### src/rtl/hazard_pkg.sv
// hazard_pkg: latency classes, branch opcodes and latency lookup shared by the hazard scoreboard
package hazard_pkg;

    typedef enum logic [1:0] {
        LC_ALU  = 2'd0,
        LC_LOAD = 2'd1,
        LC_MUL  = 2'd2
    } lat_cls_t;

    localparam logic [5:0] OPC_BEQ = 6'b000100;
    localparam logic [5:0] OPC_BNE = 6'b000101;

    // The reserved encoding 2'b11 falls through to the load latency.
    function automatic int lat_of(lat_cls_t c, int lat_alu, int lat_load, int lat_mul);
        return c == LC_ALU ? lat_alu : c == LC_MUL ? lat_mul : lat_load;
    endfunction

endpackage

### src/rtl/hazard_scoreboard_if.sv
// hazard_scoreboard_if: ID-stage request and pipeline-control bundle; stall counters present with HAZARD_STATS_EN
interface hazard_scoreboard_if #(parameter int NUM_REGS = 32);
    import hazard_pkg::*;

    localparam int RW = $clog2(NUM_REGS);

    logic          id_valid;
    logic [5:0]    opc;
    logic [RW-1:0] rs;
    logic [RW-1:0] rt;
    logic          use_rs;
    logic          use_rt;
    logic [RW-1:0] rd;
    logic          rd_we;
    lat_cls_t      lat_cls;
    logic          ext_stall;
    logic          flush;
    logic          PCWrite;
    logic          IFIDWrite;
    logic          SelCtrl;
    logic          hazard;
    logic          issue;
`ifdef HAZARD_STATS_EN
    logic [31:0]   stall_cnt_ld;
    logic [31:0]   stall_cnt_br;

    modport master (
        output id_valid, opc, rs, rt, use_rs, use_rt, rd, rd_we, lat_cls, ext_stall, flush,
        input  PCWrite, IFIDWrite, SelCtrl, hazard, issue, stall_cnt_ld, stall_cnt_br
    );
    modport slave (
        input  id_valid, opc, rs, rt, use_rs, use_rt, rd, rd_we, lat_cls, ext_stall, flush,
        output PCWrite, IFIDWrite, SelCtrl, hazard, issue, stall_cnt_ld, stall_cnt_br
    );
`else
    modport master (
        output id_valid, opc, rs, rt, use_rs, use_rt, rd, rd_we, lat_cls, ext_stall, flush,
        input  PCWrite, IFIDWrite, SelCtrl, hazard, issue
    );
    modport slave (
        input  id_valid, opc, rs, rt, use_rs, use_rt, rd, rd_we, lat_cls, ext_stall, flush,
        output PCWrite, IFIDWrite, SelCtrl, hazard, issue
    );
`endif

endinterface

### src/rtl/hazard_reg_timer.sv
// hazard_reg_timer: per-register countdown until the in-flight result becomes forwardable
module hazard_reg_timer #(
    parameter int CNT_W = 3
) (
    input  logic             clk,
    input  logic             rst,
    input  logic             hold,
    input  logic             load,
    input  logic [CNT_W-1:0] load_val,
    output logic [CNT_W-1:0] cnt
);

    // freeze on hold; a new writer reloads and overrides the decrement
    always_ff @(posedge clk) begin
        if (rst)
            cnt <= '0;
        else if (!hold)
            cnt <= load ? load_val : cnt != '0 ? cnt - 1'b1 : cnt;
    end

endmodule

### src/rtl/hazard_scoreboard.sv
// hazard_scoreboard: per-register timer hazard unit beside ID; stall counters when HAZARD_STATS_EN is defined
module hazard_scoreboard
    import hazard_pkg::*;
#(
    parameter int NUM_REGS = 32,
    parameter int LAT_ALU  = 1,
    parameter int LAT_LOAD = 2,
    parameter int LAT_MUL  = 4,
    parameter int CNT_W    = 3
) (
    input  logic           clk,
    input  logic           rst,
    hazard_scoreboard_if.slave bus
);

    localparam int RW      = $clog2(NUM_REGS);
    localparam int LAT_MAX = LAT_MUL > LAT_LOAD ? (LAT_MUL > LAT_ALU ? LAT_MUL : LAT_ALU)
                                                : (LAT_LOAD > LAT_ALU ? LAT_LOAD : LAT_ALU);

    if (LAT_MAX > 2**CNT_W - 1) begin : g_cnt_w_check
        $error("hazard_scoreboard: CNT_W cannot hold the largest latency");
    end

    logic [CNT_W-1:0] cnt [NUM_REGS];
    logic [CNT_W-1:0] thr;
    logic [CNT_W-1:0] load_val;
    logic             is_br;
    logic             busy_rs;
    logic             busy_rt;
    logic             stall;
    logic             issue;

    assign cnt[0] = '0;

    for (genvar r = 1; r < NUM_REGS; r++) begin : g_timer
        hazard_reg_timer #(.CNT_W(CNT_W)) u_timer (
            .clk      (clk),
            .rst      (rst),
            .hold     (bus.ext_stall),
            .load     (issue && bus.rd_we && bus.rd == RW'(r)),
            .load_val (load_val),
            .cnt      (cnt[r])
        );
    end

    // branches need the value in ID (ready at 0), everything else can take it forwarded into EX (ready at 1)
    always_comb begin
        is_br         = bus.opc == OPC_BEQ || bus.opc == OPC_BNE;
        thr           = is_br ? '0 : CNT_W'(1);
        busy_rs       = bus.use_rs && bus.rs != '0 && cnt[bus.rs] > thr;
        busy_rt       = bus.use_rt && bus.rt != '0 && cnt[bus.rt] > thr;
        stall         = bus.id_valid && !bus.flush && (busy_rs || busy_rt);
        issue         = bus.id_valid && !bus.flush && !stall && !bus.ext_stall;
        load_val      = CNT_W'(lat_of(bus.lat_cls, LAT_ALU, LAT_LOAD, LAT_MUL));
        bus.PCWrite   = !(stall || bus.ext_stall);
        bus.IFIDWrite = !(stall || bus.ext_stall);
        bus.SelCtrl   = !stall;
        bus.hazard    = stall && is_br;
        bus.issue     = issue;
    end

`ifdef HAZARD_STATS_EN
    // saturating stall counters split by cause; frozen cycles are not counted
    always_ff @(posedge clk) begin
        if (rst) begin
            bus.stall_cnt_ld <= '0;
            bus.stall_cnt_br <= '0;
        end else begin
            if (stall && !bus.ext_stall && !is_br && !(&bus.stall_cnt_ld))
                bus.stall_cnt_ld <= bus.stall_cnt_ld + 32'd1;
            if (stall && !bus.ext_stall && is_br && !(&bus.stall_cnt_br))
                bus.stall_cnt_br <= bus.stall_cnt_br + 32'd1;
        end
    end
`endif

endmodule

### src/flat_wrapper.sv
// flat-port wrapper written by rule: the top's interface ports become plain ports
module hazard_scoreboard_flat import hazard_pkg::*;
#(
    parameter int NUM_REGS = 32,
    parameter int LAT_ALU  = 1,
    parameter int LAT_LOAD = 2,
    parameter int LAT_MUL  = 4,
    parameter int CNT_W    = 3
)
  (clk, rst, bus_id_valid, bus_opc, bus_rs, bus_rt, bus_use_rs, bus_use_rt, bus_rd, bus_rd_we, bus_lat_cls, bus_ext_stall, bus_flush, bus_PCWrite, bus_IFIDWrite, bus_SelCtrl, bus_hazard, bus_issue);
  hazard_scoreboard_if #(.NUM_REGS(NUM_REGS)) bus_i ();
  input  logic clk;
  input  logic rst;
  input wire logic [$bits(bus_i.id_valid)-1:0] bus_id_valid;
  input wire logic [$bits(bus_i.opc)-1:0] bus_opc;
  input wire logic [$bits(bus_i.rs)-1:0] bus_rs;
  input wire logic [$bits(bus_i.rt)-1:0] bus_rt;
  input wire logic [$bits(bus_i.use_rs)-1:0] bus_use_rs;
  input wire logic [$bits(bus_i.use_rt)-1:0] bus_use_rt;
  input wire logic [$bits(bus_i.rd)-1:0] bus_rd;
  input wire logic [$bits(bus_i.rd_we)-1:0] bus_rd_we;
  input wire logic [$bits(bus_i.lat_cls)-1:0] bus_lat_cls;
  input wire logic [$bits(bus_i.ext_stall)-1:0] bus_ext_stall;
  input wire logic [$bits(bus_i.flush)-1:0] bus_flush;
  output wire logic [$bits(bus_i.PCWrite)-1:0] bus_PCWrite;
  output wire logic [$bits(bus_i.IFIDWrite)-1:0] bus_IFIDWrite;
  output wire logic [$bits(bus_i.SelCtrl)-1:0] bus_SelCtrl;
  output wire logic [$bits(bus_i.hazard)-1:0] bus_hazard;
  output wire logic [$bits(bus_i.issue)-1:0] bus_issue;
  assign bus_i.id_valid = bus_id_valid;
  assign bus_i.opc = bus_opc;
  assign bus_i.rs = bus_rs;
  assign bus_i.rt = bus_rt;
  assign bus_i.use_rs = bus_use_rs;
  assign bus_i.use_rt = bus_use_rt;
  assign bus_i.rd = bus_rd;
  assign bus_i.rd_we = bus_rd_we;
  assign bus_i.lat_cls = bus_lat_cls;
  assign bus_i.ext_stall = bus_ext_stall;
  assign bus_i.flush = bus_flush;
  assign bus_PCWrite = bus_i.PCWrite;
  assign bus_IFIDWrite = bus_i.IFIDWrite;
  assign bus_SelCtrl = bus_i.SelCtrl;
  assign bus_hazard = bus_i.hazard;
  assign bus_issue = bus_i.issue;
  hazard_scoreboard #(.NUM_REGS(NUM_REGS), .LAT_ALU(LAT_ALU), .LAT_LOAD(LAT_LOAD), .LAT_MUL(LAT_MUL), .CNT_W(CNT_W)) u_core (.clk(clk), .rst(rst), .bus(bus_i));
endmodule
### config.mk
export PLATFORM = sky130hd
export DESIGN_NAME = hazard_scoreboard_flat
export DESIGN_NICKNAME = d
export VERILOG_FILES = /design/src/rtl/hazard_pkg.sv /design/src/rtl/hazard_scoreboard_if.sv /design/src/rtl/hazard_reg_timer.sv /design/src/rtl/hazard_scoreboard.sv /design/src/flat_wrapper.sv
export SDC_FILE = /design/constraint.sdc
export NUM_CORES = 1
export LEC_CHECK = 0
export CAP_MARGIN = 10
export CORE_ASPECT_RATIO = 1.4
export CORE_MARGIN = 1.5
export CORE_UTILIZATION = 37
export CTS_CLUSTER_SIZE = 8
export DETAILED_ROUTE_END_ITERATION = 7
export SYNTH_ARGS = -nofsm -noshare
export SYNTH_HDL_FRONTEND = slang
export SYNTH_SLANG_ARGS = --single-unit
### constraint.sdc
create_clock -name clk -period 7.52 [get_ports clk]
set_input_delay 1.128 -clock clk [delete_from_list [all_inputs] [get_ports clk]]
set_output_delay 1.128 -clock clk [all_outputs]
set_load 0.03 [all_outputs]
# Word level (Yosys, flattened, before mapping)
# Cells that the tools add are included.
# Widths: inputs -> output; s select.
# totals
register_bits	93
in_bits	31
out_inout_bits	5
word_cells	318
# op_classes
n_addsub	31
order_cmp	4
n_eq_ne	34
n_mux	71
bitwise	3
reduce_logical	144
# ops
op	n
$mux 3	68
$reduce_bool 3->1	31
$sub 3x1->3 const B	31
$eq 5x5->1 const B	16
$reduce_and 2->1	31
$reduce_bool 2->1	31
$logic_and 1x1->1	41
$eq 5x4->1 const B	8
$bmux 3 s5	2
$eq 5x3->1 const B	4
$eq 6x3->1 const B	2
$ge 6x6->1 const B	2
$not 5->6	2
$eq 5x2->1 const B	2
$reduce_bool 5->1	2
$gt 3x3->1	2
$eq 5x1->1 const B	1
$logic_not 1->1	4
$logic_or 1x1->1	3
$eq 2x2->1 const B	1
$logic_not 2->1	1
$mux 1	1
$not 1->1	1

# Logic depth before layout (Yosys ltp)
# depth
depth_word	15
mapped_depth	18

# By module
# Synthesis repeated with hierarchy kept, for this count alone.
# unflattened
cells_unflattened	997
hier_area_um2	8127.8
# by_module_without_submodules
module	instances	cells_per_inst	area_each_um2
hazard_reg_timer	31	25	200.2
hazard_scoreboard	1	222	1921.8

# Worst setup path before layout
# OpenSTA, ideal clock, no wires.
# synth_timing
path_kind	input to output
startpoint	input port bus_rs[0]
endpoint	output port bus_PCWrite
arrival_time_ps	4884
required_time_ps	6392
path_slack_ps	1508
stages	16
cell_sequence	buf_2 > buf_2 > buf_2 > mux4_2 > mux4_2 > mux2i_1 > ha_1 > nor2_1 > nor2b_1 > o221a_1 > a21oi_1 > a222oi_1 > buf_4 > or3b_1 > and2_1 > buf_4
# synth_between
elab_chain_len	10
word_cells_on_any_way	12
cone_classes	order compare: 1; mux: 3; bitwise: 1; reduce/logical: 7
# synth_rtl
element	line_no	source
from (decl)	flat_wrapper.sv:16	input wire logic [$bits(bus_i.rs)-1:0] bus_rs;
$not 5->6 (implied by the code)	hazard_scoreboard.sv:50	busy_rs = bus.use_rs && bus.rs != '0 && cnt[bus.rs] > thr;
$bmux 3 s5	hazard_scoreboard.sv:50	
$mux 3 (implied by the code) (2 in series)	hazard_scoreboard.sv:50	
$gt 3x3->1	hazard_scoreboard.sv:50	
$logic_and 1x1->1 (*)	hazard_scoreboard.sv:50	
$logic_or 1x1->1 (*)	hazard_scoreboard.sv:52	stall = bus.id_valid && !bus.flush && (busy_rs || busy_rt);
$logic_and 1x1->1 (*)	hazard_scoreboard.sv:52	
$logic_or 1x1->1 (*)	-	
$logic_not 1->1 (*)	-	
to (decl)	flat_wrapper.sv:25	output wire logic [$bits(bus_i.PCWrite)-1:0] bus_PCWrite;
# Mark *: on every way between the ends. The rest lies on a longest branch, timed or not. The select of a mux whose other input is x is not followed.

# Worst setup path in the final report
# layout_timing
startpoint	input port bus_rs[0]
endpoint	output port bus_IFIDWrite
# layout_between
elab_chain_len	10
word_cells_on_any_way	12
cone_classes	order compare: 1; mux: 3; bitwise: 1; reduce/logical: 7
# layout_rtl
element	line_no	source
$not 5->6 (implied by the code)	hazard_scoreboard.sv:50	
$bmux 3 s5	hazard_scoreboard.sv:50	
$mux 3 (implied by the code) (2 in series)	hazard_scoreboard.sv:50	
$gt 3x3->1	hazard_scoreboard.sv:50	
$logic_and 1x1->1 (*)	hazard_scoreboard.sv:50	
$logic_or 1x1->1 (*)	hazard_scoreboard.sv:52	
$logic_and 1x1->1 (*)	hazard_scoreboard.sv:52	
$logic_or 1x1->1 (*)	hazard_scoreboard.sv:56	bus.IFIDWrite = !(stall || bus.ext_stall);
$logic_not 1->1 (*)	hazard_scoreboard.sv:56	
to (decl)	flat_wrapper.sv:26	output wire logic [$bits(bus_i.IFIDWrite)-1:0] bus_IFIDWrite;
# Marks and branches as above.

==> impl_metrics.toml <==
[power]
total_power_mw = 2.10
p_leak_nw = 3.43
switching_share_pct = 37.7
vdd_drop_max_mv = 0.124
intPower_mw = 1.31
powerDensity_nw_per_um2 = 238
pwr-share-comb_pct = 41.2
clkPwrFrac_pct = 25.8
sequentialPowerShare_pct = 32.9
p_switching_uw = 791

[cts]
ctsResizeCount = 0
clockBufferDepth = 2
cts_setup_buffers = 0
cts_tree = "yes"
clockRootBuffer = "clkbuf_16"
clkTransAtPathRegs_ns = 0.07
ctsHoldBuffers = 0
htreeDepth = 3
cts_inserted_buffers = 9
worstSkewPairLatency_ns = 0.37
cts_sinks = 93

[critical_path]
reg2regPathDepth = 13
worstPathMaxFanout = 13
crit_type = "input pin to primary output"
crit_path_end_kind = "primary output"
required_ns = 6.39
crit_path_start_kind = "input pin"
arrival_ns = 5.58

[placed_design]
port_buffers = 34
dpl.hpwl_um = 16400
dp.cells = 1212
gp_congestion = 0.869

[global_route]
grt_overflow = 0
grt_usage_pct = 21.3
grt_pass1_wl_um = 37700
grt_max_degree = 77
grt_pass1_vias = 7030
antenna_found_initial = 0

[yosys]
yosysTopAreaCell = "dfxtp_1"
netlist_instances = 966
synth_top_family_by_area = "compound AO/OA/AOI/OAI gates"
ys_seq_area_share_pct = 23.4
synth_xor_area_share_pct = 0
async_flop_share_pct = 0
yosys.area_share.adder_pct = 10.1
synth_top_area_share_pct = 23.4
syn-cell-area_um2 = 7950
ys_ff_latch = 93
ys.flop_type = "dfxtp_1"
synthTopCellsByArea = "dfxtp_1 (23%), ha_1 (10%), mux4_2 (6.8%)"
muxShareOfSynthArea_pct = 11.3
synth-compound-area-share_pct = 24.6
synth-simple-area-share_pct = 23.3
synth_edf_count = 0
synth_fp_nets = 1061
yosys_warnings = 0
ys_types = 68
syn_avg_cell_area_um2 = 8.23

[detailed_routing]
drt_pass1_iterations = 5
via_per_inst = 6.03
routed_wl_um = 23300
initialDrtViolationCount = 601
wl_per_cell_um = 19.0
drc = 0
ant_nets = 0
vias = 7399

[timing]
maxSlewHeadroom_pct = 36.0
rsz0062_at_grt = "false"
tightest_slew_ns = 0.960
tns_ns = 0
finalCriticalPeriod_ns = 6.71
finalCritPeriodShare_pct = 89.2
skew_ns = 0.0123
finalHoldViolCount = 0
fmax_mhz = 149
drv_slew = 0
setup_violations = 0

[min_path]
worstHoldPathType = "flop to flop"
holdPathStages = 2

[floorplanning]
core_um2 = 21100
die_h_um = 176
start_util_pct = 37.6
die_area_um2 = 22400
die_x_um = 127
row_count = 63
ios = 36

[finish]
top_register = "u_core.g_timer.u_timer.cnt"
nets = 1058
drive_above_1_share_pct = 10.1
reg.largest.list = "u_core.g_timer.u_timer.cnt x93"
filler_cell_count = 2097
diodes = 0
area_growth_pct = 10.8
fin_cells = 1228
largest_reg_flops = 93
layout_common_cells = "dfxtp_1 (93), nor2_1 (78), inv_1 (77)"
layout_commonest_cell = "dfxtp_1"

[job]
drv_cap = 0

[outcome]
status = "completed"
## power by group through the flow
stage | logic (mW) | clock network [mW] | registers (mW)
floorplan | 0.686 | 0 | 0.662
finish | 0.865 | 0.542 | 0.690
global placement | 0.836 | 0 | 0.696
detailed placement | 0.856 | 0 | 0.697
global route | 0.983 | 0.566 | 0.705
CTS | 0.862 | 0.549 | 0.686
## Yosys cell counts (16+ instances only)
master     n
mux2i_1   28
inv_1     77
a211oi_1  66
nor2_1    78
nor2b_1   18
o211a_1   16
ha_1      64
nand3_1   31
nor3_1    32
o21ai_0   47
clkbuf_1  43
mux4_2    24
nand2_1   42
a31oi_1   32
nand2b_1  32
dfxtp_1   93
a21oi_1   51
## worst max-delay path: stages
cell and delay [ns]:
clkdlybuf4s50_1 0.95, mux4_2 0.58, mux4_2 0.51, mux2i_1 0.16, ha_1 0.17, nor2_1 0.05
nor2b_1 0.10, o221a_1 0.18, a21oi_1 0.09, a222oi_1 0.62, or3b_1 0.23, and2_1 0.14
clkdlybuf4s50_1 0.67
## metrics by stage
stage	area (µm²)	utilization, %	setup WS (ns)	hold slack, ns
finish	8800	41.7	0.809	0.499
global placement	8460	40.1	0.879	0.472
global route	8800	41.7	0.566	0.532
detailed placement	8460	40.1	0.844	0.485
CTS	8800	41.7	0.820	0.494
floorplan	7950	-	1.51	0.455
## area by class of cell
| cell class | count | area (µm²) | area share [%] |
|---|---|---|---|
| Clock buffer | 10 | 229 | 2.60 |
| Clock inverter | 6 | 111 | 1.26 |
| Inverter | 79 | 297 | 3.37 |
| Multi-Input combinational cell | 730 | 5530 | 62.8 |
| Sequential cell | 93 | 1860 | 21.1 |
| Tap cell | 260 | 325 | 3.69 |
| Timing Repair Buffer | 50 | 453 | 5.14 |
## routing by layer
metal | track usage (%) | wire length (µm) | share of wire, % | vias to the layer above
met2 | 36.1 | 11200 | 48 | 176
met4 | 9.75 | 916 | 3.9 | 0
li1 | - | - | - | 3607
met5 | 0 | 0 | 0 | -
met3 | 3.15 | 1080 | 4.6 | 54
met1 | 26.5 | 10100 | 43 | 3562
## logic make-up after synthesis
kind of cell | after synthesis
AO/OA/AOI/OAI | 279
adder cells (fa/ha/maj) | 64
buffers and inverters | 143
flip-flops | 93
multiplexers | 59
AND/OR/NAND/NOR | 328
## worst paths after layout
path                                      from                                 to  slack, ns
max                                  bus_rs[0]                      bus_IFIDWrite       0.81
min          u_core.g_timer[26].u_timer.cnt[2]  u_core.g_timer[26].u_timer.cnt[2]       0.50
max reg2reg  u_core.g_timer[21].u_timer.cnt[0]  u_core.g_timer[30].u_timer.cnt[0]       3.27
min reg2reg  u_core.g_timer[26].u_timer.cnt[2]  u_core.g_timer[26].u_timer.cnt[2]       0.50
Power figures use the tool's default switching activity.
==> variant 1, RTL diff (same settings) <==
`LAT_ALU` is set to 1 in 2 places; all go to 0.
--- a/src/rtl/hazard_scoreboard.sv
+++ b/src/rtl/hazard_scoreboard.sv
@@ -3,7 +3,7 @@
     import hazard_pkg::*;
 #(
     parameter int NUM_REGS = 32,
-    parameter int LAT_ALU  = 1,
+    parameter int LAT_ALU  = 0,
     parameter int LAT_LOAD = 2,
     parameter int LAT_MUL  = 4,
     parameter int CNT_W    = 3
--- a/src/flat_wrapper.sv
+++ b/src/flat_wrapper.sv
@@ -2,7 +2,7 @@
 module hazard_scoreboard_flat import hazard_pkg::*;
 #(
     parameter int NUM_REGS = 32,
-    parameter int LAT_ALU  = 1,
+    parameter int LAT_ALU  = 0,
     parameter int LAT_LOAD = 2,
     parameter int LAT_MUL  = 4,
     parameter int CNT_W    = 3
Function: changed (a bounded check fails within 4 cycles, from zero or initial values and one cycle with rst high).
==> variant 1 against the original RTL <==
  * Routed wire length decreased by 1.5%
  * Setup slack got worse by 0.049 ns
  * Final cell count increased by 1.2%
  * Power increased by 35%
  * Final area decreased by 0.54%
  * Sequential cell count unchanged
  * Non-clock buffer count decreased by 3
  * Synthesized area decreased by 0.13%
  * Sequential share of layout area increased by 0.11 points
==> variant 1: results (changes against the original RTL) <==
synthesis:
  synth.distinct_cells: 55  # -19%
  yosysSeqAreaShare: 0.235  # +0.000295
  post_synth.cell_area_avg_sq_um: 8.07  # -2.0%
  synth_common_cells: "93 x dfxtp_1, 70 x inv_1, 69 x o21ai_0"
  syn_nets: 1079  # +1.7%
  post_synth_main_area_contributors: "dfxtp_1 23%, ha_1 10%, mux4_2 7.4%"
  yosys.area_share.adder: 0.101  # +0.000127
  share_of_synthesized_area_spent_on_multiplexers: 0.121  # +0.00802
  synth_xor_area_frac: 0  # unchanged
  synth_compound_area_frac: 0.200  # -0.0467
final_layout:
  post_route_cells_drive_above_1_share: 0.0702  # -0.0310
  multi_input_gate_area_in_the_final_layout_sq_um: 5540  # +0.18%
  num-nets-final: 1073  # +1.4%
  n_fill_cell: 2107  # +0.48%
  layout.cells.non_filler: 1243  # +1.2%
  reg_top3: "u_core.g_timer.u_timer.cnt: 93 flops"
global_route:
  overall_global_routing_resource_usage: 0.208  # -0.00460
  vias_in_the_first_global_route: 6882  # -2.1%
  grt_max_degree: 91  # +18%
  grt_pass1_wl_um: 36300  # -3.7%
timing:
  min_period_over_period: 0.899  # +0.00657
  final_hold_slack_ns: 0.504  # +0.00513 ns
  finalClockSkew_ns: 0.00910  # -0.00323 ns
  relSlewSlack: 0.324  # -0.0362
clock_network:
  cts.path.max_buffers: 2  # unchanged
worst_setup_path:
  critical_path_peak_fanout: 17  # +4
  worst-r2r-setup-slack_ns: 3.20  # -0.07 ns
  rr_endpoint: "u_core.g_timer[16].u_timer.cnt[0]"
  timing.rr.start: "u_core.g_timer[15].u_timer.cnt[0]"
  crit_end: "bus_SelCtrl"
  cp_data_arrival_time_ns: 5.63  # +0.05 ns
  largest_stage_delay_worst_path_ns: 0.63  # -0.32 ns
route:
  drt-initial-drc-count: 493  # -18%
  detail_route.wl_per_cell_um: 18.5  # -2.7%
  viasPerCell: 5.96  # -1.1%
  dr.pass1.iters: 6  # +1
placement:
  gp_routability_congestion: 0.880  # +1.2%
  placed_cell_area_sq_um: 8410  # -0.62%
  place_ws_ns: 0.774  # -0.0700 ns
  place_hpwl_um: 16000  # -2.1%
worst_hold_path:
  hold_end: "u_core.g_timer[22].u_timer.cnt[0]"
  hold_path.startpoint: "u_core.g_timer[22].u_timer.cnt[0]"
power_and_ir_drop:
  leakagePower_nw: 3.20  # -6.7%
  irDropWorstVdd_mv: 0.131  # +6.1%
run_status:
  run_status: "finished clean"
variant 1: power by group:
part           leakage, nW  internal, mW  switching (mW)  total [mW]
Sequential           0.759         0.668           0.209       0.876
Clock                0.172         0.328           0.215       0.543
Combinational         2.27         0.679           0.743        1.42
Total                 3.20          1.67            1.17        2.84
variant 1: area by class of cell:
cell class / instances / area share
Sequential cell: 93 / 0.213
Multi-Input combinational cell: 756 / 0.632
Timing Repair Buffer: 47 / 0.0480
Inverter: 71 / 0.0304
Tap cell: 260 / 0.0371
Clock buffer: 13 / 0.0320
Clock inverter: 3 / 0.00743
variant 1: logic make-up (layout without fill, tap and decap cells):
family          after synthesis  count (layout)
fa+ha+maj                    64              64
compound gates              242             242
flops                        93              93
buf+inv                     135             134
mux                          62              62
simple gates                388             388
variant 1: metal layers:
metal / routed length [um] / share of wire / global-route usage
met1: 9640 / 0.42 / 0.248
met2: 11500 / 0.50 / 0.367
met3: 950 / 0.041 / 0.0288
met4: 863 / 0.038 / 0.101
met5: 0 / 0 / 0
==> variant 2, RTL diff (config.mk and constraints unchanged) <==
Made on the original files. `NUM_REGS` is set to 32 in 3 places; all go to 64.
--- a/src/rtl/hazard_scoreboard_if.sv
+++ b/src/rtl/hazard_scoreboard_if.sv
@@ -1,5 +1,5 @@
 // hazard_scoreboard_if: ID-stage request and pipeline-control bundle; stall counters present with HAZARD_STATS_EN
-interface hazard_scoreboard_if #(parameter int NUM_REGS = 32);
+interface hazard_scoreboard_if #(parameter int NUM_REGS = 64);
     import hazard_pkg::*;
 
     localparam int RW = $clog2(NUM_REGS);
--- a/src/rtl/hazard_scoreboard.sv
+++ b/src/rtl/hazard_scoreboard.sv
@@ -2,7 +2,7 @@
 module hazard_scoreboard
     import hazard_pkg::*;
 #(
-    parameter int NUM_REGS = 32,
+    parameter int NUM_REGS = 64,
     parameter int LAT_ALU  = 1,
     parameter int LAT_LOAD = 2,
     parameter int LAT_MUL  = 4,
--- a/src/flat_wrapper.sv
+++ b/src/flat_wrapper.sv
@@ -1,7 +1,7 @@
 // flat-port wrapper written by rule: the top's interface ports become plain ports
 module hazard_scoreboard_flat import hazard_pkg::*;
 #(
-    parameter int NUM_REGS = 32,
+    parameter int NUM_REGS = 64,
     parameter int LAT_ALU  = 1,
     parameter int LAT_LOAD = 2,
     parameter int LAT_MUL  = 4,
Interface: changed (resized bus_rd, bus_rs and bus_rt); port bits go from 36 to 39. No check against the original RTL was run, so the function may have changed too.
==> variant 2 against the original RTL <==
  * Maximum frequency down 6.5%
  * Sequential cell count grew 96
  * Power rose by 140%
  * Synthesized area rose by 98%
  * First-iteration DRC count up 130%
  * Routed wire length increased by 120%
  * Final area is 94% higher
  * Register-to-register slack got worse by 1.0 ns
  * Setup slack lost 0.47 ns
  * Synthesized cell count is 96% higher
  * Critical endpoint is now bus_PCWrite
  * Largest power group unchanged
  * Highest routed layer is now met5
==> variant 2: results (changes against the original RTL) <==
worst_setup_path:
  critical_path.slowest_cell: "clkdlybuf4s50_1"
  cp_data_arrival_time_ns: 6.05  # +0.47 ns
  rr_endpoint: "u_core.g_timer[37].u_timer.cnt[0]"
  critical_path_peak_fanout: 12  # -1
  worst-r2r-setup-slack_ns: 2.25  # -1.02 ns
  worstRegToRegCells: 15  # +2
  path_delay_family: "multiplexers"
  timing.rr.start: "u_core.g_timer[60].u_timer.cnt[0]"
  critical_path.startpoint: "bus_rt[0]"
  largest_stage_delay_worst_path_ns: 0.59  # -0.36 ns
worst_hold_path:
  hold_path.class: "flop to flop"
  hold_path.startpoint: "u_core.g_timer[1].u_timer.cnt[1]"
  hold_path_depth: 2  # unchanged
  hold_end: "u_core.g_timer[1].u_timer.cnt[1]"
placement:
  placed_cell_area_sq_um: 16500  # +95%
  gp_routability_congestion: 0.906  # +4.3%
  place_hpwl_um: 34800  # +110%
  numPortBuffers: 37  # +8.8%
global_route:
  vias_in_the_first_global_route: 14500  # +110%
  globalRouteOverflowTotal: 0  # unchanged
  grt_max_degree: 83  # +7.8%
  antenna_found_initial: 1  # +1
  overall_global_routing_resource_usage: 0.241  # +0.0289
  grt_pass1_wl_um: 81300  # +120%
clock_network:
  clkLatencyLatePin_ns: 0.47  # +0.10 ns
  ctsHtreeMaxLevel: 4  # +1
  cts_resized: 0  # unchanged
  cts.path.max_buffers: 2  # unchanged
  cts.clk_slew.worst_paths_ns: 0.07  # about the same
  cts-buffers-inserted: 17  # +8
final_layout:
  post_route_cells_drive_above_1_share: 0.102  # +0.000419
  n_antenna_cell: 0  # unchanged
  n_fill_cell: 4171  # +99%
  reg_top3: "u_core.g_timer.u_timer.cnt: 189 flops"
  num-nets-final: 2018  # +91%
timing:
  timing_worst_slew_pin_value_ns: 1.07  # +0.114 ns
  finalClockSkew_ns: 0.0101  # -0.00226 ns
  slew_viol_final: 0  # unchanged
synthesis:
  ys_async_rst_share: 0  # unchanged
  synth.distinct_cells: 64  # -5.9%
  yosysSeqAreaShare: 0.240  # +0.00578
  post_synth_main_area_contributors: "dfxtp_1 24%, ha_1 10%, mux4_2 8.4%"
  synth_common_cells: "189 x dfxtp_1, 170 x nor2_1, 144 x nor3_1"
  syn_nets: 2060  # +94%
route:
  viasPerCell: 6.27  # +4.0%
  detail_route.wl_per_cell_um: 21.7  # +14%
  drt-initial-drc-count: 1392  # +130%
  dr.pass1.iters: 5  # unchanged
power_and_ir_drop:
  leakagePower_nw: 6.13  # +79%
  irDropWorstVdd_mv: 0.199  # +60%
run_status:
  run_status: "finished clean"
==> variant 2: cell types whose count changed in the layout (fill, tap and decap cells not counted), moves of 32 or more <==
| cell | change |
|---|---|
| nor3_1 | +112 |
| mux4_2 | +35 |
| a211oi_1 | +66 |
| inv_1 | +58 |
| nor2_1 | +89 |
| nand2b_1 | +34 |
| dfxtp_1 | +96 |
| o21bai_1 | +67 |
| a221oi_1 | +36 |
| nand2_1 | +74 |
| nor3_4 | +37 |
| a21oi_1 | +38 |
| a31oi_1 | +32 |
| ha_1 | +64 |
==> variant 2: per-stage QoR <==
step / power, mW / std cells / setup WS, ns / util / hold slack (ns)
detailed placement: 4.11 / 2383 / 0.367 / 0.392 / 0.523
global placement: 3.99 / 2383 / 0.466 / 0.392 / 0.515
finish: 5.04 / 2415 / 0.342 / 0.405 / 0.535
floorplan: 3.51 / 1898 / 0.0911 / - / 0.469
CTS: 5.02 / 2415 / 0.361 / 0.405 / 0.533
global route: 5.44 / 2415 / 0.106 / 0.405 / 0.572
==> variant 2: how the worst max path moves through the flow <==
stage                     to
2_1_floorplan    bus_PCWrite
3_3_place_gp   bus_IFIDWrite
6_report         bus_PCWrite
4_1_cts          bus_PCWrite
3_5_place_dp     bus_PCWrite
5_1_grt          bus_PCWrite
==> variant 2: final cells by class <==
cell class,count,area share
clock inverter,9,0.00367
timing repair buffer,63,0.0353
tap,546,0.0401
inverter,138,0.0305
multi-input combinational,1447,0.640
sequential,189,0.222
clock buffer,23,0.0286
==> variant 2: logic make-up after synthesis <==
family                     after synthesis  share of synthesized area
and+or+nand+nor                        700                      0.248
AOI/OAI and AO/OA                      540                      0.243
buffers and inverters                  262                     0.0693
DFF                                    189                      0.240
adders and majority gates              128                      0.102
muxes                                   79                     0.0982
==> variant 2: worst register-to-register path: cells and delay by family (launching register included) <==
kind,cells,cell delay (ns)
multiplexers,3,1.54
flip-flops,1,0.39
AO/OA/AOI/OAI,5,0.99
buffers and inverters,2,0.64
AND/OR/NAND/NOR,4,1.41
adder cells (fa/ha/maj),1,0.21
==> variant 2: metal layers <==
| layer | vias to the layer above | wire length [um] | track usage |
|---|---|---|---|
| li1 | 7047 | - | - |
| met1 | 7394 | 21600 | 0.295 |
| met2 | 569 | 25000 | 0.404 |
| met3 | 128 | 3020 | 0.0346 |
| met4 | 2 | 2740 | 0.137 |
| met5 | - | 17 | 0 |
==> variant 2: power breakdown <==
part	switching [mW]	leakage (nW)	internal, mW
Sequential	0.312	1.54	1.28
Clock	0.442	0.261	0.458
Combinational	1.48	4.33	1.06
